`config.mk`:
```
export PLATFORM = sky130hd
export DESIGN_NAME = spi_shift_engine
export DESIGN_NICKNAME = d
export VERILOG_FILES = /design/src/rtl/spi_shift_engine.sv
export SDC_FILE = /design/constraint.sdc
export NUM_CORES = 1
export LEC_CHECK = 0
export BUFFER_PORTS_ARGS = -buffer_cell sky130_fd_sc_hd__buf_2
export CAP_MARGIN = 10
export CORE_MARGIN = 4
export CORE_UTILIZATION = 55
export CTS_BUF_LIST = sky130_fd_sc_hd__clkbuf_4
export DETAILED_ROUTE_END_ITERATION = 8
export HOLD_SLACK_MARGIN = 0.03
export PLACE_DENSITY = 0.83
export SYNTH_ARGS = -nofsm -noshare
export SYNTH_HDL_FRONTEND = slang
export SYNTH_SLANG_ARGS = --single-unit
```
`constraint.sdc`:
```
create_clock -name clk -period 2.4 [get_ports clk]
set_clock_uncertainty 0.15 [all_clocks]
set_input_delay 0.6 -clock clk [delete_from_list [all_inputs] [get_ports clk]]
set_output_delay 0.6 -clock clk [all_outputs]
set_load 0.01 [all_outputs]
```
`src/rtl/spi_shift_engine.sv`:
```
// SPI master shift engine: one word of 1..32 bits per start, any CPOL/CPHA,
// programmable sclk half-period, multi-slave select.
//
// state | meaning
// ------+--------------------------------------------------------------
// IDLE  | ss_n released, sclk follows live cpol, waiting for start
// SETUP | slaves selected, first bit on mosi, one half-period of lead-in
// SHIFT | 2*len sclk edges, one every half-period
// HOLD  | sclk parked at cpol, slaves still selected for one half-period
module spi_shift_engine #(
    parameter int NUMBER_SLAVES = 1,
    parameter int DIV_WIDTH     = 16
) (
    input  logic                     clk,
    input  logic                     reset_n,
    input  logic                     start,
    input  logic [31:0]              tx_data,
    input  logic [5:0]               xfer_len,
    input  logic [NUMBER_SLAVES-1:0] ss_mask,
    input  logic                     cpol,
    input  logic                     cpha,
    input  logic [DIV_WIDTH-1:0]     clk_div,
    output logic                     busy,
    output logic                     done,
    output logic [31:0]              rx_data,
    output logic                     sclk,
    output logic                     mosi,
    input  logic                     miso,
    output logic [NUMBER_SLAVES-1:0] ss_n
);

    typedef enum logic [1:0] {
        IDLE  = 2'd0,
        SETUP = 2'd1,
        SHIFT = 2'd2,
        HOLD  = 2'd3
    } state_t;

    localparam logic [DIV_WIDTH-1:0] DIV_ONE  = {{(DIV_WIDTH-1){1'b0}}, 1'b1};
    localparam logic [6:0]           EDGE_ONE = 7'd1;

    state_t               state;
    logic [31:0]          tx_sh;
    logic [31:0]          rx_sh;
    logic [5:0]           len_q;
    logic                 cpha_q;
    logic [DIV_WIDTH-1:0] div_q;
    logic [DIV_WIDTH-1:0] div_cnt;
    logic [6:0]           edge_cnt;

    logic [5:0]           len_eff;
    logic [5:0]           align_sh;
    logic [31:0]          tx_aligned;
    logic                 div_tc;
    logic                 leading;
    logic                 first_edge;
    logic                 last_edge;
    logic                 sample_edge;
    logic                 shift_edge;

    // tx word is left-justified at start so mosi always comes from bit 31
    always_comb begin
        len_eff    = xfer_len;
        if ((xfer_len == 6'd0) || (xfer_len > 6'd32)) begin
            len_eff = 6'd32;
        end
        align_sh   = 6'd32 - len_eff;
        tx_aligned = tx_data << align_sh;
    end

    // edge_cnt counts down from 2*len, so an even count is a leading edge
    always_comb begin
        div_tc      = (div_cnt == '0);
        leading     = ~edge_cnt[0];
        first_edge  = (edge_cnt == {len_q, 1'b0});
        last_edge   = (edge_cnt == EDGE_ONE);
        sample_edge = cpha_q ? ~leading : leading;
        shift_edge  = cpha_q ? (leading && !first_edge) : (!leading && !last_edge);
    end

    always_ff @(posedge clk or negedge reset_n) begin
        if (!reset_n) begin
            state    <= IDLE;
            busy     <= 1'b0;
            done     <= 1'b0;
            rx_data  <= '0;
            sclk     <= 1'b0;
            mosi     <= 1'b0;
            ss_n     <= '1;
            tx_sh    <= '0;
            rx_sh    <= '0;
            len_q    <= '0;
            cpha_q   <= 1'b0;
            div_q    <= '0;
            div_cnt  <= '0;
            edge_cnt <= '0;
        end else begin
            done <= 1'b0;
            case (state)
                IDLE: begin
                    sclk <= cpol;
                    mosi <= 1'b0;
                    ss_n <= '1;
                    busy <= 1'b0;
                    if (start) begin
                        state   <= SETUP;
                        busy    <= 1'b1;
                        ss_n    <= ~ss_mask;
                        len_q   <= len_eff;
                        cpha_q  <= cpha;
                        div_q   <= clk_div;
                        div_cnt <= clk_div;
                        tx_sh   <= tx_aligned;
                        mosi    <= tx_aligned[31];
                        rx_sh   <= '0;
                    end
                end

                SETUP: begin
                    if (div_tc) begin
                        state    <= SHIFT;
                        div_cnt  <= div_q;
                        edge_cnt <= {len_q, 1'b0};
                    end else begin
                        div_cnt <= div_cnt - DIV_ONE;
                    end
                end

                SHIFT: begin
                    if (div_tc) begin
                        sclk     <= ~sclk;
                        div_cnt  <= div_q;
                        edge_cnt <= edge_cnt - EDGE_ONE;
                        if (sample_edge) begin
                            rx_sh <= {rx_sh[30:0], miso};
                        end
                        if (shift_edge) begin
                            tx_sh <= {tx_sh[30:0], 1'b0};
                            mosi  <= tx_sh[30];
                        end
                        if (last_edge) begin
                            state <= HOLD;
                        end
                    end else begin
                        div_cnt <= div_cnt - DIV_ONE;
                    end
                end

                HOLD: begin
                    if (div_tc) begin
                        state   <= IDLE;
                        busy    <= 1'b0;
                        done    <= 1'b1;
                        rx_data <= rx_sh;
                        ss_n    <= '1;
                        mosi    <= 1'b0;
                    end else begin
                        div_cnt <= div_cnt - DIV_ONE;
                    end
                end

                default: begin
                    state <= IDLE;
                    busy  <= 1'b0;
                    ss_n  <= '1;
                end
            endcase
        end
    end

endmodule

```
After elaboration in Yosys (flattened, before gate mapping)
Index checks and enable logic that the tools add are counted.
- bits in registers: 148
- bits in latches: 0
- memory bits (writable): 0
- memory bits (read-only): 0
- bits of input ports: 61
- output and inout port bits: 37
- word-level logic and storage cells: 96
- memories: 0
- add/sub/neg operators: 3
- multipliers: 0
- div/mod/pow operators: 0
- $lt $le $gt $ge: 1
- eq/ne operators: 13
- shift-type cells: 1
- mux-type cells: 38
- bitwise gates (word level): 3
- reductions and logical operators: 23
- operator list (cell ; count):
    2-to-1 mux 32 bit ; 3
    2-to-1 mux 31 bit ; 3
    case mux 32 bit (2 select lines) ; 1
    case mux 31 bit (2 select lines) ; 1
    2-to-1 mux 16 bit ; 3
    case mux 16 bit (3 select lines) ; 1
    left shift 32 x 6 -> 32 bit ; 1
    logical NOT 16 bit ; 1
    inequality test 2 bit (second input constant) ; 8
    subtractor 16 x 1 -> 16 bit (second input constant) ; 1
    2-to-1 mux 7 bit ; 2
    case mux 7 bit (2 select lines) ; 1
    2-to-1 mux 1 bit ; 12
    AND reduction 4 bit ; 3
    2-to-1 mux 2 bit ; 5
    AND reduction 2 bit ; 5
    case mux 2 bit (4 select lines) ; 1
    equality test 7 x 1 -> 1 bit (second input constant) ; 1
    equality test 7 bit ; 1
    subtractor 7 x 1 -> 7 bit (second input constant) ; 1
    > comparator 6 bit (second input constant) ; 1
    logical NOT 6 bit ; 1
    2-to-1 mux 6 bit ; 1
    case mux 1 bit (2 select lines) ; 3
    14 further kinds ; 21

Logic depth before layout (Yosys ltp)
Gate-level depths: netlist of the first run.
- word-level depth: 7
- depth in mapped cells: 14
- mapped depth without buffers: 9

Worst setup path before layout of the first run
Ideal clock, no wire load.
- path type: input-to-reg
- from: input port xfer_len[5]
- to: register tx_sh[27]
- setup time: 125 ps
- arrival: 3207 ps
- required time: 2125 ps
- path slack: -1082 ps
- stages: 12
- path buffers: 4
- path through: and2b_1 -> buf_6 -> clkinv_1 -> buf_2 -> ha_1 -> buf_6 -> buf_6 -> mux2_4 -> mux4_2 -> a211oi_2 -> o32ai_1 -> mux2_4
- cells in the longest elaborated chain, start to end: 7
- elaborated cells on any way between the ends: 8
- classes of those cells: 1 x add/sub; 1 x order compare; 1 x shift; 3 x mux; 2 x reduce/logical
- ends and longest elaborated chain (element ; line ; source):
    start: declaration ; 18 ; input logic [5:0] xfer_len,
    > comparator 6 bit or logical NOT 6 bit (tied branches) ; 64 ; if ((xfer_len == 6'd0) || (xfer_len > 6'd32)) begin
    logical OR 1 bit ; 64 ;
    2-to-1 mux 6 bit (*) ; 64 ;
    subtractor 6 bit (*) ; 67 ; align_sh = 6'd32 - len_eff;
    left shift 32 x 6 -> 32 bit (*) ; 68 ; tx_aligned = tx_data << align_sh;
    2-to-1 mux 31 bit (*) ; 105 ; if (start) begin
    case mux 31 bit (2 select lines) (*) ; 99 ; case (state)
    end signal: assignment ; 113 ; tx_sh <= tx_aligned;
    end signal: assignment ; 138 ; tx_sh <= {tx_sh[30:0], 1'b0};
    end: declaration ; 43 ; logic [31:0] tx_sh;
Mark *: on every way between the ends. The rest lies on a longest branch, timed or not. The select of a mux whose other input is x is not followed.
A chain may end at the register's enable or synchronous reset.

Final worst setup path of the first run
- from: input port xfer_len[5]
- to: register tx_sh[19]
The elaborated chain is that of the path after synthesis.

==> results.sh, run 1 <==
export IMPL_cts_buffer_depth=2
export IMPL_worst_setup_path_type="in -> reg"
export IMPL_cts_buffers_inserted=17
export IMPL_input_output_buffers=97
export IMPL_leakage_nw=5.22
export IMPL_design_core_area_mm2=0.0159
export IMPL_ctsRootBufferMaster="sky130_fd_sc_hd__clkbuf_4"
export IMPL_post_drt_wl_per_cell_um=19.3
export IMPL_grt_setup_unrepaired="true"
export IMPL_pre_cts_slack_ns=-0.922
export IMPL_detail_route_antenna_nets=0
export IMPL_fin_crit_sh_pct=111
export IMPL_finalWeightedCongestion=0.933
export IMPL_netlist_area_mm2=0.00890
export IMPL_detail_route_wirelength_um=26100
export IMPL_setup_worst_path_end_class="flip-flop"
export IMPL_globalRouteTotalUtil_pct=25.9
export IMPL_via_count_of_the_first_global_routing_pass=7803
export IMPL_post_synthesis_net_count=996
export IMPL_violations="setup timing"
export IMPL_combined_area_of_the_multi_input_logic_cells_mm2=0.00543
export IMPL_worst_slack_ns=-0.259
export IMPL_overflow=0
export IMPL_clock_tree_from_tritoncts="yes"
export IMPL_synth_cell_type_count=75
export IMPL_design_final_nets=1198
export IMPL_worst_hold_slack_ns=0.0910
export IMPL_clkSlewWorstSetupHoldPaths_ns=0.13
export IMPL_detailedPlacementHpwl_um=16800
export IMPL_clock_sinks=148
export IMPL_worst_ep_required_ns=2.71
export IMPL_vdd_ir_drop_worst_mv=0.283
export IMPL_critical_path_arrival_ns=2.97
export IMPL_pin_count_of_the_biggest_net_entering_global_routing=50
export IMPL_die_width_um=135
export IMPL_run_status="complete, but fails checks"
export IMPL_final_hold_violation_count=0
export IMPL_max_cap_viol_count=0
export IMPL_timing_critical_path_from_type="input port"
export IMPL_post_synth_inst_count=926
export IMPL_final_max_slew_violation_count=0
export IMPL_global_route_wire_length_before_repair_um=38500
export IMPL_timing_hold_worst_class="in -> reg"
export IMPL_async_set_or_reset_register_ratio_after_synthesis_pct=100
export IMPL_nFillCells=1054
export IMPL_r2r_slack_ns=0.01
export IMPL_initial_utilization_pct=56.0
export IMPL_count_of_state_elements_after_synthesis=148
export IMPL_final_min_clock_period_ns=2.66
export IMPL_drt_iter0_drc=848
export IMPL_synth_edf_count=0
export IMPL_seq_area_frac_synth_pct=41.6
export IMPL_dieHeight_um=135
export IMPL_drc=0
export IMPL_synthesis_yosys_warnings=0
export IMPL_worst_pin_slew_ns=0.587
export IMPL_max_clk_rate_mhz=376
export IMPL_fp_dieArea_mm2=0.0183
export IMPL_synth_area_per_cell_um2=9.61
export IMPL_setup_tns_ns=-1.81
export IMPL_relSlewSlack_pct=60.9
export IMPL_postSynth_topFlopCell="sky130_fd_sc_hd__dfrtp_1"
export IMPL_post_drt_via_cell_ratio=6.19
export IMPL_area_sequential_mm2=0.00370
export IMPL_cts_max_level=4
export IMPL_initial_antenna_violation_count=1
export IMPL_post_route_cells_drive_above_1_share_pct=39.7
export IMPL_clock_latency_ns=0.58
export IMPL_number_of_iterations_in_the_first_detailed_routing_pass=7
export IMPL_route_vias_total=8390
export IMPL_number_of_placed_instances_with_taps_included=1291
export IMPL_setup_violations=22
export IMPL_ios=98
export IMPL_power_per_cell_area_mw_per_mm2=509
export IMPL_instances_no_fill=1355
export IMPL_synth_to_final_area_change_pct=31.1
export IMPL_placement_rows=46
export IMPL_critPathMaxFanout=6
-- synth_stat cells, types with 5 or more instances --
master,n,share of area (%)
sky130_fd_sc_hd__nand2_1,123,5.2
sky130_fd_sc_hd__clkbuf_1,32,1.3
sky130_fd_sc_hd__ha_1,9,1.3
sky130_fd_sc_hd__a21oi_1,56,3.1
sky130_fd_sc_hd__and3_1,6,0.42
sky130_fd_sc_hd__buf_4,5,0.42
sky130_fd_sc_hd__o211ai_1,8,0.67
sky130_fd_sc_hd__a31oi_1,13,0.91
sky130_fd_sc_hd__o22ai_1,13,0.91
sky130_fd_sc_hd__nand2b_1,8,0.56
sky130_fd_sc_hd__buf_2,23,1.3
sky130_fd_sc_hd__dfrtp_1,147,41
sky130_fd_sc_hd__a2bb2oi_1,6,0.59
sky130_fd_sc_hd__xnor2_1,10,0.98
sky130_fd_sc_hd__nor3_1,18,1.0
sky130_fd_sc_hd__a211oi_1,9,0.76
sky130_fd_sc_hd__o21ai_0,82,4.6
sky130_fd_sc_hd__a32oi_1,6,0.59
sky130_fd_sc_hd__inv_1,26,1.1
sky130_fd_sc_hd__a221oi_1,5,0.49
sky130_fd_sc_hd__nor2_1,60,2.5
sky130_fd_sc_hd__buf_6,5,0.63
sky130_fd_sc_hd__mux4_2,17,4.3
sky130_fd_sc_hd__mux2i_1,41,4.6
sky130_fd_sc_hd__a22oi_1,15,1.3
sky130_fd_sc_hd__nand3_1,29,1.6
sky130_fd_sc_hd__mux2_2,59,7.5
-- cell usage in the layout (no fill, tap or decap), types with 11 or more instances in the layout --
master,n
sky130_fd_sc_hd__o22ai_1,11
sky130_fd_sc_hd__a21oi_1,53
sky130_fd_sc_hd__a31oi_1,13
sky130_fd_sc_hd__mux2_4,36
sky130_fd_sc_hd__buf_4,124
sky130_fd_sc_hd__mux4_2,20
sky130_fd_sc_hd__nand3_1,28
sky130_fd_sc_hd__nor3_1,14
sky130_fd_sc_hd__mux2i_4,13
sky130_fd_sc_hd__inv_1,24
sky130_fd_sc_hd__mux2_2,25
sky130_fd_sc_hd__o21ai_0,77
sky130_fd_sc_hd__dfrtp_1,147
sky130_fd_sc_hd__mux2i_2,11
sky130_fd_sc_hd__buf_2,95
sky130_fd_sc_hd__nor2_1,58
sky130_fd_sc_hd__nand2_1,117
sky130_fd_sc_hd__clkbuf_4,17
sky130_fd_sc_hd__buf_6,16
sky130_fd_sc_hd__mux2i_1,17
-- stage by stage --
| step | power, mW | cell area [um^2] | utilization (%) |
|---|---|---|---|
| 2_1_floorplan | 3.62 | 8970 | - |
| 3_3_place_gp | 4.12 | 10400 | 65.2 |
| 3_5_place_dp | 4.17 | 10400 | 65.2 |
| 4_1_cts | 5.67 | 10900 | 68.4 |
| 5_1_grt | 6.20 | 11700 | 73.5 |
| 6_report | 5.95 | 11700 | 73.5 |
-- timing repair --
item | in CTS | in global routing
pin swaps | 12 | 45
setup endpoints to repair | 36 | 116
setup buffers | 13 | 14
gates resized for setup | 33 | 122
hold endpoints to repair | 26 | 0
hold buffers | 1 | 0
cloned | 1 | 5
-- cell families after synthesis --
kind of cell,synth area share (%)
compound gates,18.0
xor+xnor,1.56
fa+ha+maj,1.26
buf+inv,5.00
flops,41.6
mux,17.9
simple gates,14.7
-- path summary, 6_finish.rpt --
kind | start | endpoint | cells past startpoint
worst min register to register | div_q[4] | div_q[4] | 1
worst max-delay path | xfer_len[5] | tx_sh[19] | 12
max in group asynchronous | reset_n | div_cnt[3] | 3
min in group asynchronous | reset_n | rx_data[9] | 2
worst min-delay path | cpha | cpha_q | 2
worst max register to register | div_cnt[1] | rx_data[17] | 11
-- layer usage --
metal  global-route usage [%]  part of all wire [%]
met3                     4.05                   6.8
met1                     34.8                    41
met5                        0                     0
met2                     42.1                    50
met4                     11.2                   2.8
-- state kept, by name, indices dropped and copies added, names as in the netlist --
name      cells
done          1
rx_data      32
ss_n          1
div_cnt      16
cpha_q        1
len_q         6
sclk          1
tx_sh        31
rx_sh        32
mosi          1
div_q        16
state         2
edge_cnt      7
busy          1
-- where the power goes --
group          internal, mW  switching (mW)
Sequential             2.61           0.168
Combinational         0.866           0.864
Clock                 0.498           0.943
-- worst max-delay path, cell delays in order --
cell	delay, ns
sky130_fd_sc_hd__buf_6	0.09
sky130_fd_sc_hd__buf_4	0.12
sky130_fd_sc_hd__inv_1	0.10
sky130_fd_sc_hd__nand2_2	0.10
sky130_fd_sc_hd__ha_4	0.37
sky130_fd_sc_hd__buf_6	0.16
sky130_fd_sc_hd__mux2i_4	0.23
sky130_fd_sc_hd__inv_1	0.07
sky130_fd_sc_hd__mux4_2	0.48
sky130_fd_sc_hd__o21a_1	0.22
sky130_fd_sc_hd__a221oi_2	0.30
sky130_fd_sc_hd__o32ai_1	0.13
-- area by class of cell --
cell class	count	share of cell area, %
Clock inverter	12	0.943
Sequential cell	148	31.7
Timing Repair Buffer	251	16.5
Clock buffer	17	1.09
Inverter	28	0.943
Antenna cell	1	0.0214
Tap cell	216	2.31
Multi-Input combinational cell	682	46.5
Power figures use the tool's default switching activity.
==> run 2: changes to the inputs <==
--- a/config.mk
+++ b/config.mk
@@ -7,11 +7,11 @@
 export LEC_CHECK = 0
 export BUFFER_PORTS_ARGS = -buffer_cell sky130_fd_sc_hd__buf_2
 export CAP_MARGIN = 10
-export CORE_MARGIN = 4
 export CORE_UTILIZATION = 55
 export CTS_BUF_LIST = sky130_fd_sc_hd__clkbuf_4
 export DETAILED_ROUTE_END_ITERATION = 8
 export HOLD_SLACK_MARGIN = 0.03
+export MAX_ROUTING_LAYER = met4
 export PLACE_DENSITY = 0.83
 export SYNTH_ARGS = -nofsm -noshare
 export SYNTH_HDL_FRONTEND = slang
==> results.sh, run 2 (same netlist as run 1, synthesis figures left out) <==
export IMPL_run_status="complete, but fails checks"
export IMPL_violations="setup timing"
export IMPL_critPathTopFamily="multiplexers"
export IMPL_worst_pin_slew_ns=0.475
export IMPL_power_mw=6.01
export IMPL_hold_start="miso"
export IMPL_overflow=0
export IMPL_design_core_area_mm2=0.0158
export IMPL_globalRouteTotalUtil_pct=30.6
export IMPL_final_core_util_pct=71.7
export IMPL_worst_r2r_startpoint="div_cnt[1]"
export IMPL_max_clk_rate_mhz=396
export IMPL_clock_latency_ns=0.58
export IMPL_cts_buffer_depth=2
export IMPL_finalWeightedCongestion=0.979
export IMPL_nFillCells=1129
export IMPL_ctsRootBufferMaster="sky130_fd_sc_hd__clkbuf_4"
export IMPL_instances_no_fill=1343
export IMPL_post_route_cells_drive_above_1_share_pct=37.7
export IMPL_setup_tns_ns=-0.938
export IMPL_initial_antenna_violation_count=1
export IMPL_drc=0
export IMPL_cts_max_level=4
export IMPL_cts_buffers_inserted=17
export IMPL_post_drt_wl_per_cell_um=18.6
export IMPL_setup_violations=18
export IMPL_via_count_of_the_first_global_routing_pass=7697
export IMPL_worst_setup_path_type="in -> reg"
export IMPL_final_min_clock_period_ns=2.53
export IMPL_dieHeight_um=129
export IMPL_combined_area_of_the_multi_input_logic_cells_mm2=0.00509
export IMPL_grt_setup_unrepaired="true"
export IMPL_timing_critical_path_from_type="input port"
export IMPL_worst_slack_ns=-0.127
export IMPL_crit_buf_inv=5
export IMPL_pre_cts_slack_ns=-0.862
export IMPL_number_of_placed_instances_with_taps_included=1282
export IMPL_worst_hold_slack_ns=0.0972
export IMPL_die_width_um=129
export IMPL_drt_iter0_drc=745
export IMPL_number_of_iterations_in_the_first_detailed_routing_pass=5
export IMPL_clock_tree_from_tritoncts="yes"
export IMPL_vdd_ir_drop_worst_mv=0.333
export IMPL_clock_sinks=148
export IMPL_critical_path_arrival_ns=2.85
export IMPL_fp_dieArea_mm2=0.0167
export IMPL_area_sequential_mm2=0.00371
export IMPL_critPathMaxStageDelay_ns=0.52
export IMPL_commonest_cells_after_routing_fill_and_taps_aside="146 x sky130_fd_sc_hd__dfrtp_1, 120 x sky130_fd_sc_hd__nand2_1, 111 x sky130_fd_sc_hd__buf_4"
export IMPL_global_route_wire_length_before_repair_um=38500
export IMPL_layout_cell_area_non_filler_mm2=0.0114
export IMPL_fin_crit_sh_pct=105
export IMPL_placement_rows=46
export IMPL_crit_path_start="xfer_len[5]"
export IMPL_placedInstanceArea_mm2=0.0104
export IMPL_detail_route_wirelength_um=24900
export IMPL_detailedPlacementHpwl_um=16600
export IMPL_crit_chain="buf_6 > and2b_2 > clkinv_4 > ha_4 > buf_12 > buf_6 > mux2i_2 > inv_1 > mux4_2 > a211oi_2 > o32ai_1 > mux2_4"
export IMPL_input_output_buffers=97
export IMPL_power_per_cell_area_mw_per_mm2=529
export IMPL_detail_route_antenna_nets=0
export IMPL_layout_cells_most_common="sky130_fd_sc_hd__dfrtp_1"
export IMPL_ios=98
export IMPL_critPathMaxFanout=8
export IMPL_initial_utilization_pct=56.2
export IMPL_synth_to_final_area_change_pct=27.5
export IMPL_route_vias_total=8290
export IMPL_relSlewSlack_pct=68.3
export IMPL_leakage_nw=5.17
export IMPL_final_hold_violation_count=0
export IMPL_setup_worst_path_end_class="flip-flop"
export IMPL_cpMostUsedCell="sky130_fd_sc_hd__buf_6"
export IMPL_timing_critical_path_depth=12
export IMPL_final_max_slew_violation_count=0
export IMPL_max_cap_viol_count=0
export IMPL_pin_count_of_the_biggest_net_entering_global_routing=70
export IMPL_post_drt_via_cell_ratio=6.17
export IMPL_clkSlewWorstSetupHoldPaths_ns=0.16
export IMPL_holdPathStages=3
export IMPL_timing_hold_worst_class="in -> reg"
export IMPL_worst_ep_required_ns=2.73
export IMPL_largestRegisters="rx_data: 32 flops, rx_sh: 32 flops, tx_sh: 31 flops"
export IMPL_slowest_stage="sky130_fd_sc_hd__mux4_2"
export IMPL_worstRegToRegCells=11
export IMPL_design_final_nets=1183
-- run 2: cell type report --
| class | count | area share, % |
|---|---|---|
| Antenna cell | 1 | 0.0220 |
| Clock buffer | 17 | 1.12 |
| Clock inverter | 15 | 1.68 |
| Inverter | 28 | 0.970 |
| Multi-Input combinational cell | 682 | 44.8 |
| Sequential cell | 148 | 32.6 |
| Tap cell | 216 | 2.38 |
| Timing Repair Buffer | 236 | 16.3 |
-- run 2: worst register-to-register path, stage by stage, from the launching register on --
cell,delay [ns]
sky130_fd_sc_hd__dfrtp_1,0.42
sky130_fd_sc_hd__inv_2,0.08
sky130_fd_sc_hd__ha_4,0.14
sky130_fd_sc_hd__nor4b_4,0.18
sky130_fd_sc_hd__buf_4,0.16
sky130_fd_sc_hd__and4_4,0.23
sky130_fd_sc_hd__buf_4,0.18
sky130_fd_sc_hd__and3_1,0.25
sky130_fd_sc_hd__o21ai_4,0.09
sky130_fd_sc_hd__buf_12,0.19
sky130_fd_sc_hd__nand2_1,0.12
sky130_fd_sc_hd__o21ai_1,0.10
-- run 2: final timing paths --
kind | endpoint | slack, ns
max in group asynchronous | mosi | 1.13
min in group asynchronous | rx_data[11] | 0.29
hold reg to reg | rx_sh[31] | 0.35
setup / recovery | tx_sh[27] | -0.13
hold / removal | rx_sh[0] | 0.1
setup reg to reg | rx_sh[4] | 0
-- run 2: what timing repair did --
| item | in CTS | in global routing |
|---|---|---|
| setup buffers | 11 | 13 |
| gates cloned | 1 | 3 |
| pin swaps | 14 | 26 |
| hold buffers | 1 | 0 |
| endpoints found under the setup margin | 76 | 106 |
| hold endpoints to repair | 28 | 0 |
| resized for setup | 36 | 50 |
-- run 2: report_power, final --
group          switching (mW)  leakage (nW)  internal (mW)
registers               0.199          1.99           2.61
logic                   0.768          3.01          0.766
clock network            1.08         0.165          0.580
total                    2.05          5.17           3.96
-- run 2: routing by layer --
metal / share of wire [%] / global-route usage [%]
met1: 41 / 39.4
met2: 49 / 48.4
met3: 6.5 / 4.29
met4: 3.0 / 13.4
met5: 0 / -
